===== src/rtl/wb_result_arbiter.sv =====
// wb_result_arbiter: merges the FLU/LOAD/STORE/FPU result streams from the
// execute stage onto NR_WB_PORTS scoreboard writeback ports. Each source has
// a small FIFO because the execute stage cannot be stalled on its results.
// A round-robin scan starting at rr_q drains the FIFOs onto the ports.
//
// Optional feature macro: WB_RESULT_BYPASS_EN
//   defined   - a valid input that finds its FIFO empty can be granted in the
//               same cycle (zero latency) and is then not stored.
//   undefined - every result is registered first (one cycle latency).
module wb_result_arbiter #(
    parameter int unsigned DEPTH         = 2,
    parameter int unsigned NR_WB_PORTS   = 2,
    parameter int unsigned TRANS_ID_BITS = 3,
    parameter int unsigned XLEN          = 64,
    parameter int unsigned EX_BITS       = 129
) (
    input  logic                                      clk_i,
    input  logic                                      rst_ni,
    input  logic                                      flush_i,
    input  logic [3:0]                                res_valid_i,
    input  logic [3:0][TRANS_ID_BITS-1:0]             res_trans_id_i,
    input  logic [3:0][XLEN-1:0]                      res_data_i,
    input  logic [3:0][EX_BITS-1:0]                   res_ex_i,
    input  logic                                      wb_ready_i,
    output logic [NR_WB_PORTS-1:0]                    wb_valid_o,
    output logic [NR_WB_PORTS-1:0][TRANS_ID_BITS-1:0] wb_trans_id_o,
    output logic [NR_WB_PORTS-1:0][XLEN-1:0]          wb_data_o,
    output logic [NR_WB_PORTS-1:0][EX_BITS-1:0]       wb_ex_o,
    output logic [3:0]                                fu_stall_o,
    output logic                                      overflow_o
);

    localparam int unsigned PTR_W = $clog2(DEPTH);
    localparam int unsigned CNT_W = PTR_W + 1;

    typedef struct packed {
        logic [TRANS_ID_BITS-1:0] id;
        logic [XLEN-1:0]          data;
        logic [EX_BITS-1:0]       ex;
    } entry_t;

    // Writeback only happens when the scoreboard accepts and no flush is active.
    logic fire;
    assign fire = wb_ready_i & ~flush_i;

    entry_t [3:0]                in_ent;
    entry_t [3:0]                head;
    entry_t [3:0]                cand;
    logic   [3:0]                nonempty;
    logic   [3:0]                eligible;
    logic   [3:0]                grant;
    logic   [3:0]                drop;
    logic   [3:0][CNT_W-1:0]     count;

    logic   [1:0]                rr_q;
    logic   [1:0]                last_src;
    logic   [1:0]                scan_src;
    logic                        any_grant;
    int                          n_granted;
    logic   [NR_WB_PORTS-1:0]    port_vld;
    entry_t [NR_WB_PORTS-1:0]    port_ent;

    genvar gi;
    generate
        for (gi = 0; gi < 4; gi++) begin : g_src
            logic [PTR_W-1:0] rd_ptr_q;
            logic [PTR_W-1:0] wr_ptr_q;
            logic [CNT_W-1:0] count_q;
            entry_t           mem_q [DEPTH];
            logic             pop;
            logic             byp;
            logic             push_req;
            logic             full;
            logic             push;

            assign in_ent[gi]   = {res_trans_id_i[gi], res_data_i[gi], res_ex_i[gi]};
            assign count[gi]    = count_q;
            assign nonempty[gi] = (count_q != '0);
            assign head[gi]     = mem_q[rd_ptr_q];

`ifdef WB_RESULT_BYPASS_EN
            // An empty FIFO lets a fresh input compete directly for a port.
            assign eligible[gi] = nonempty[gi] | res_valid_i[gi];
            assign cand[gi]     = nonempty[gi] ? head[gi] : in_ent[gi];
`else
            assign eligible[gi] = nonempty[gi];
            assign cand[gi]     = head[gi];
`endif

            // A grant pops the head, or (bypass only) consumes the input.
            assign pop      = grant[gi] & fire & nonempty[gi];
            assign byp      = grant[gi] & fire & ~nonempty[gi];
            assign push_req = res_valid_i[gi] & ~flush_i & ~byp;
            assign full     = (count_q == CNT_W'(DEPTH));
            assign push     = push_req & (~full | pop);
            assign drop[gi] = push_req & full & ~pop;

            assign fu_stall_o[gi] = (count_q >= CNT_W'(DEPTH - 1));

            // Pointer and occupancy bookkeeping; flush empties the FIFO.
            always_ff @(posedge clk_i or negedge rst_ni) begin
                if (!rst_ni) begin
                    rd_ptr_q <= '0;
                    wr_ptr_q <= '0;
                    count_q  <= '0;
                end else if (flush_i) begin
                    rd_ptr_q <= '0;
                    wr_ptr_q <= '0;
                    count_q  <= '0;
                end else begin
                    if (push) wr_ptr_q <= wr_ptr_q + PTR_W'(1);
                    if (pop)  rd_ptr_q <= rd_ptr_q + PTR_W'(1);
                    count_q <= count_q + CNT_W'(push) - CNT_W'(pop);
                end
            end

            // Entry storage; contents are only meaningful below count_q.
            always_ff @(posedge clk_i) begin
                if (push) mem_q[wr_ptr_q] <= in_ent[gi];
            end
        end
    endgenerate

    // Round-robin scan from rr_q: the k-th eligible source lands on port k.
    always_comb begin
        grant     = '0;
        port_vld  = '0;
        port_ent  = '0;
        last_src  = rr_q;
        scan_src  = rr_q;
        any_grant = 1'b0;
        n_granted = 0;
        for (int i = 0; i < 4; i++) begin
            scan_src = rr_q + 2'(i);
            if (eligible[scan_src] && (n_granted < int'(NR_WB_PORTS))) begin
                grant[scan_src] = 1'b1;
                last_src        = scan_src;
                any_grant       = 1'b1;
                for (int p = 0; p < int'(NR_WB_PORTS); p++) begin
                    if (p == n_granted) begin
                        port_vld[p] = 1'b1;
                        port_ent[p] = cand[scan_src];
                    end
                end
                n_granted = n_granted + 1;
            end
        end
    end

    generate
        for (gi = 0; gi < int'(NR_WB_PORTS); gi++) begin : g_port
            assign wb_valid_o[gi]    = port_vld[gi] & fire;
            assign wb_trans_id_o[gi] = wb_valid_o[gi] ? port_ent[gi].id   : '0;
            assign wb_data_o[gi]     = wb_valid_o[gi] ? port_ent[gi].data : '0;
            assign wb_ex_o[gi]       = wb_valid_o[gi] ? port_ent[gi].ex   : '0;
        end
    endgenerate

    // Pointer advances past the last granted source; flush restarts at FLU.
    always_ff @(posedge clk_i or negedge rst_ni) begin
        if (!rst_ni) begin
            rr_q <= 2'd0;
        end else if (flush_i) begin
            rr_q <= 2'd0;
        end else if (fire && any_grant) begin
            rr_q <= last_src + 2'd1;
        end
    end

    // Sticky drop indicator; only reset clears it.
    always_ff @(posedge clk_i or negedge rst_ni) begin
        if (!rst_ni) begin
            overflow_o <= 1'b0;
        end else if (|drop) begin
            overflow_o <= 1'b1;
        end
    end

endmodule


===== config.mk =====
export PLATFORM = sky130hd
export DESIGN_NAME = wb_result_arbiter
export DESIGN_NICKNAME = d
export VERILOG_FILES = /design/src/rtl/wb_result_arbiter.sv
export SDC_FILE = /design/constraint.sdc
export NUM_CORES = 2
export LEC_CHECK = 0
export CORE_AREA = 2 2 470 472
export DETAILED_ROUTE_END_ITERATION = 7
export DIE_AREA = 0 0 472 474
export PLACE_DENSITY = 0.64
export SYNTH_ARGS = -nofsm -noshare
export SYNTH_HDL_FRONTEND = slang
export SYNTH_SLANG_ARGS = --single-unit

===== constraint.sdc =====
create_clock -name clk_i -period 18.9 [get_ports clk_i]
set_input_delay 3.78 -clock clk_i [delete_from_list [all_inputs] [get_ports clk_i]]
set_output_delay 3.78 -clock clk_i [all_outputs]
set_load 0.02 [all_outputs]

==> qor.txt <==
Status: complete, but fails checks
Failing checks: max-slew violations
Reg2reg start: rr_q[1]
Post-CTS Resized: 0
Post-layout minimum cycle time: 13010 ps
Critical path class: reg2out
HPWL Detailed: 215700 microns
Inst Count DP: 9887
Final Hold Fails: 0
Mapped cell area: 81300 sq um
Drt total wl: 342000 microns
Post-synth ARST share: 1.197%
#FFs+latches synth: 1587
Sink Count: 1587
Number of fill cells: 19.29k
# H-tree levels: 4
Die H: 474 microns
Via count: 63.61k
CP endpoint: wb_ex_o[33]
P per Cell Area: 157.6 nW/um^2
Worst-path clk slew: 60 ps
CTS Buf Count: 183
Final layout net count: 8010
Initial antenna violation count: 170
Total gr overflow: 0
Reg2Reg Capture Point: g_src[3].mem_q[0][125]
Most frequent CP cell: buf_4
Final Non-Filler Cells: 10.34k
Average cell area after synthesis: 12.99 sq um
Die area: 223700 sq um
Fin crit share: 68.84%
Leak Pwr: 33.05 nW
Post-synth EDFFs: 1568
Worst path cell trace: inv_8 -> ha_4 -> mux4_2 -> clkinv_1 -> ha_1 -> inv_1 -> and3_1 -> nor3_4 -> buf_4 -> buf_4 -> a211oi_1 -> buf_4 -> a211oi_1 -> clkdlybuf4s50_1
Buffer count from post-CTS setup fixing: 0
Share of layout cells above drive strength 1: 8.433%
Net count after synthesis: 7067
Type of origin of the critical path: flip-flop
Placement Cell Area: 95900 sq um
Crit. Startpoint: rr_q[1]
DRT iter0 DRCs: 7832
Pre-antenna DRT Iters: 8
Tot GR Track Use: 29.22%
DRC: 0
Setup Skew: 34.32 ps
CP Capture Type: output port
WL/cell: 33.07 microns
Worst hold start: overflow_o
FF-to-FF setup slack: 10940 ps
Fin. max-slew vios: 142
# IOs: 1191
Actual slew at the worst max-slew pin: 1732 ps
Vias in the first global route: 59.80k
Global-route wire length before repair: 467400 microns
Starting Density: 37.18%
Worst path slowest cell: a211oi_1
CTS tree: done
R2R depth: 13
Skew-Pair Late Insertion Delay: 870 ps
Worst min path class: reg2reg
Worst vdd ir: 0.1344 mV
Die W: 472 microns
Most common flop cell mapped by yosys: edfxtp_1
IO buf count: 1190
Setup TNS: 0 ps
Worst-path fanout max: 52
Area Growth Syn to Fin: 25.83%
Max incr delay on CP: 1000 ps
Antenna-violating nets left: 0
YS warnings: 0
Core region area: 218700 sq um
CP required: 15120 ps
# rows: 172
Clock buffer depth: 3
Fmax: 0.07686 GHz
Final number of setup-violating endpoints: 0
Number of hold buffers added after CTS: 0
Rel. slew slack: -15.50%
MaxCap Viol Count: 0
Final GP Congestion: 0.9202
Worst Path Arrival: 9230 ps
Hold Slack: 531.3 ps
Cell area after layout: 102300 sq um
Distinct cells, synth: 48
Largest net degree at the start of global routing: 158
Vias per inst: 6.151
Sequential area share after synthesis: 58.50%
Clock root buffer master: clkbuf_16
Cells after synthesis: 6258
RSZ-0062 raised after global routing: no
-- synthesized netlist by cell type (2+ instances only) --
| cell type | instances | share of area (%) |
|---|---|---|
| mux4_2 | 5 | 0.14 |
| xor2_1 | 4 | 0.043 |
| nand3_1 | 10 | 0.062 |
| edfxtp_1 | 1568 | 58 |
| nand2_1 | 222 | 1.0 |
| inv_1 | 16 | 0.074 |
| clkbuf_1 | 329 | 1.5 |
| dfrtp_1 | 19 | 0.58 |
| nor2b_1 | 11 | 0.085 |
| o22ai_1 | 196 | 1.5 |
| buf_1 | 110 | 0.51 |
| a21oi_1 | 397 | 2.4 |
| nor3_1 | 6 | 0.037 |
| nor2_1 | 613 | 2.8 |
| nor3b_2 | 2 | 0.031 |
| ha_1 | 17 | 0.26 |
| inv_2 | 5 | 0.023 |
| nor3b_1 | 5 | 0.046 |
| mux2i_1 | 1572 | 19 |
| nand2b_1 | 5 | 0.038 |
| a22oi_1 | 4 | 0.037 |
| o21ai_0 | 15 | 0.092 |
| nor3_2 | 2 | 0.025 |
| a31oi_1 | 3 | 0.023 |
| o311ai_1 | 2 | 0.022 |
| a211oi_1 | 583 | 5.4 |
| o21ai_1 | 3 | 0.018 |
| or3_1 | 5 | 0.038 |
| o211ai_1 | 4 | 0.037 |
| o221ai_1 | 196 | 2.1 |
| o2bb2ai_1 | 2 | 0.022 |
| nor2_2 | 4 | 0.031 |
| buf_4 | 5 | 0.046 |
| xnor2_1 | 6 | 0.065 |
| buf_2 | 100 | 0.62 |
| o311ai_0 | 2 | 0.022 |
| mux2_2 | 199 | 2.8 |
-- worst min-delay path by stage --
stage / to / slack, ps / depth (start not counted)
floorplan: g_src[0].wr_ptr_q / 460 / 1
global placement: overflow_o / 530 / 2
detailed placement: overflow_o / 520 / 2
CTS: overflow_o / 530 / 2
global route: overflow_o / 560 / 2
finish: overflow_o / 530 / 2
-- report_power, final --
part,internal (W),switching [W]
sequential,0.00423,0.000102
combinational,0.00261,0.00554
clock,0.00213,0.00152
-- final cells by class --
type	count	area [sq um]	area share (%)
Multi-Input combinational cell	4103	31630	30.92
Inverter	24	123.9	0.1211
Tap cell	2871	3592	3.512
Timing Repair Buffer	1302	12980	12.69
Clock buffer	219	4800	4.692
Antenna cell	119	297.8	0.2911
Clock inverter	117	1297	1.268
Sequential cell	1587	47580	46.51
-- cell usage in the layout, fill, tap and decap left out, types with 18 or more instances in the layout --
cell / count
mux2i_1: 1572
edfxtp_1: 1568
clkdlybuf4s50_1: 1190
nor2_1: 605
a211oi_1: 581
a21oi_1: 397
nand2_1: 221
mux2_2: 199
o22ai_1: 196
o221ai_1: 196
clkbuf_16: 187
diode_2: 119
buf_4: 94
clkinv_1: 42
clkbuf_1: 32
clkinv_2: 31
bufinv_16: 23
buf_12: 18
-- cells by family (layout without fill, tap and decap cells) --
family / count (synthesis) / count (layout) / share of synthesized area, %
xor gates and xnor gates: 10 / 10 / 0.1077
adders and majority gates: 17 / 17 / 0.2616
muxes: 1776 / 1776 / 22.25
DFF: 1587 / 1587 / 58.50
and+or+nand+nor: 888 / 888 / 4.277
AOI/OAI and AO/OA: 1412 / 1412 / 11.80
other: 0 / 119 / 0
buffers and inverters: 568 / 1662 / 2.804
-- flip-flops by register name, summed over array words and instances, names as in the netlist --
signal	cells
g_src.mem_q	1568
g_src.count_q	8
g_src.rd_ptr_q	4
g_src.wr_ptr_q	4
rr_q	2
overflow_o	1
-- metrics by stage --
| stage | power, W | utilization, % | setup WS, ps |
|---|---|---|---|
| CTS | 0.01601 | 46.65 | 5781 |
| finish | 0.01613 | 46.79 | 5890 |
| detailed placement | 0.01235 | 43.86 | 6736 |
| global route | 0.01669 | 46.74 | 5615 |
| floorplan | 0.009519 | - | 5299 |
| global placement | 0.01226 | 43.86 | 6775 |
-- layer usage --
layer	routed length [microns]	up-vias	share of wire, %	GRT usage, %
met5	621	-	0.18	0
li1	-	26690	-	-
met2	152300	4282	45	44.53
met4	18190	102	5.3	14.79
met1	133500	31660	39	37.97
met3	37410	874	11	8.265
-- critical path, delay by kind of cell (launching register included) --
family	cells	cell delay [ps]
AO/OA/AOI/OAI	2	1190
adder cells (fa/ha/maj)	2	1090
buffers and inverters	7	3320
flip-flops	1	860
multiplexers	1	470
AND/OR/NAND/NOR	2	1260
(Power assumes the default switching activity.)
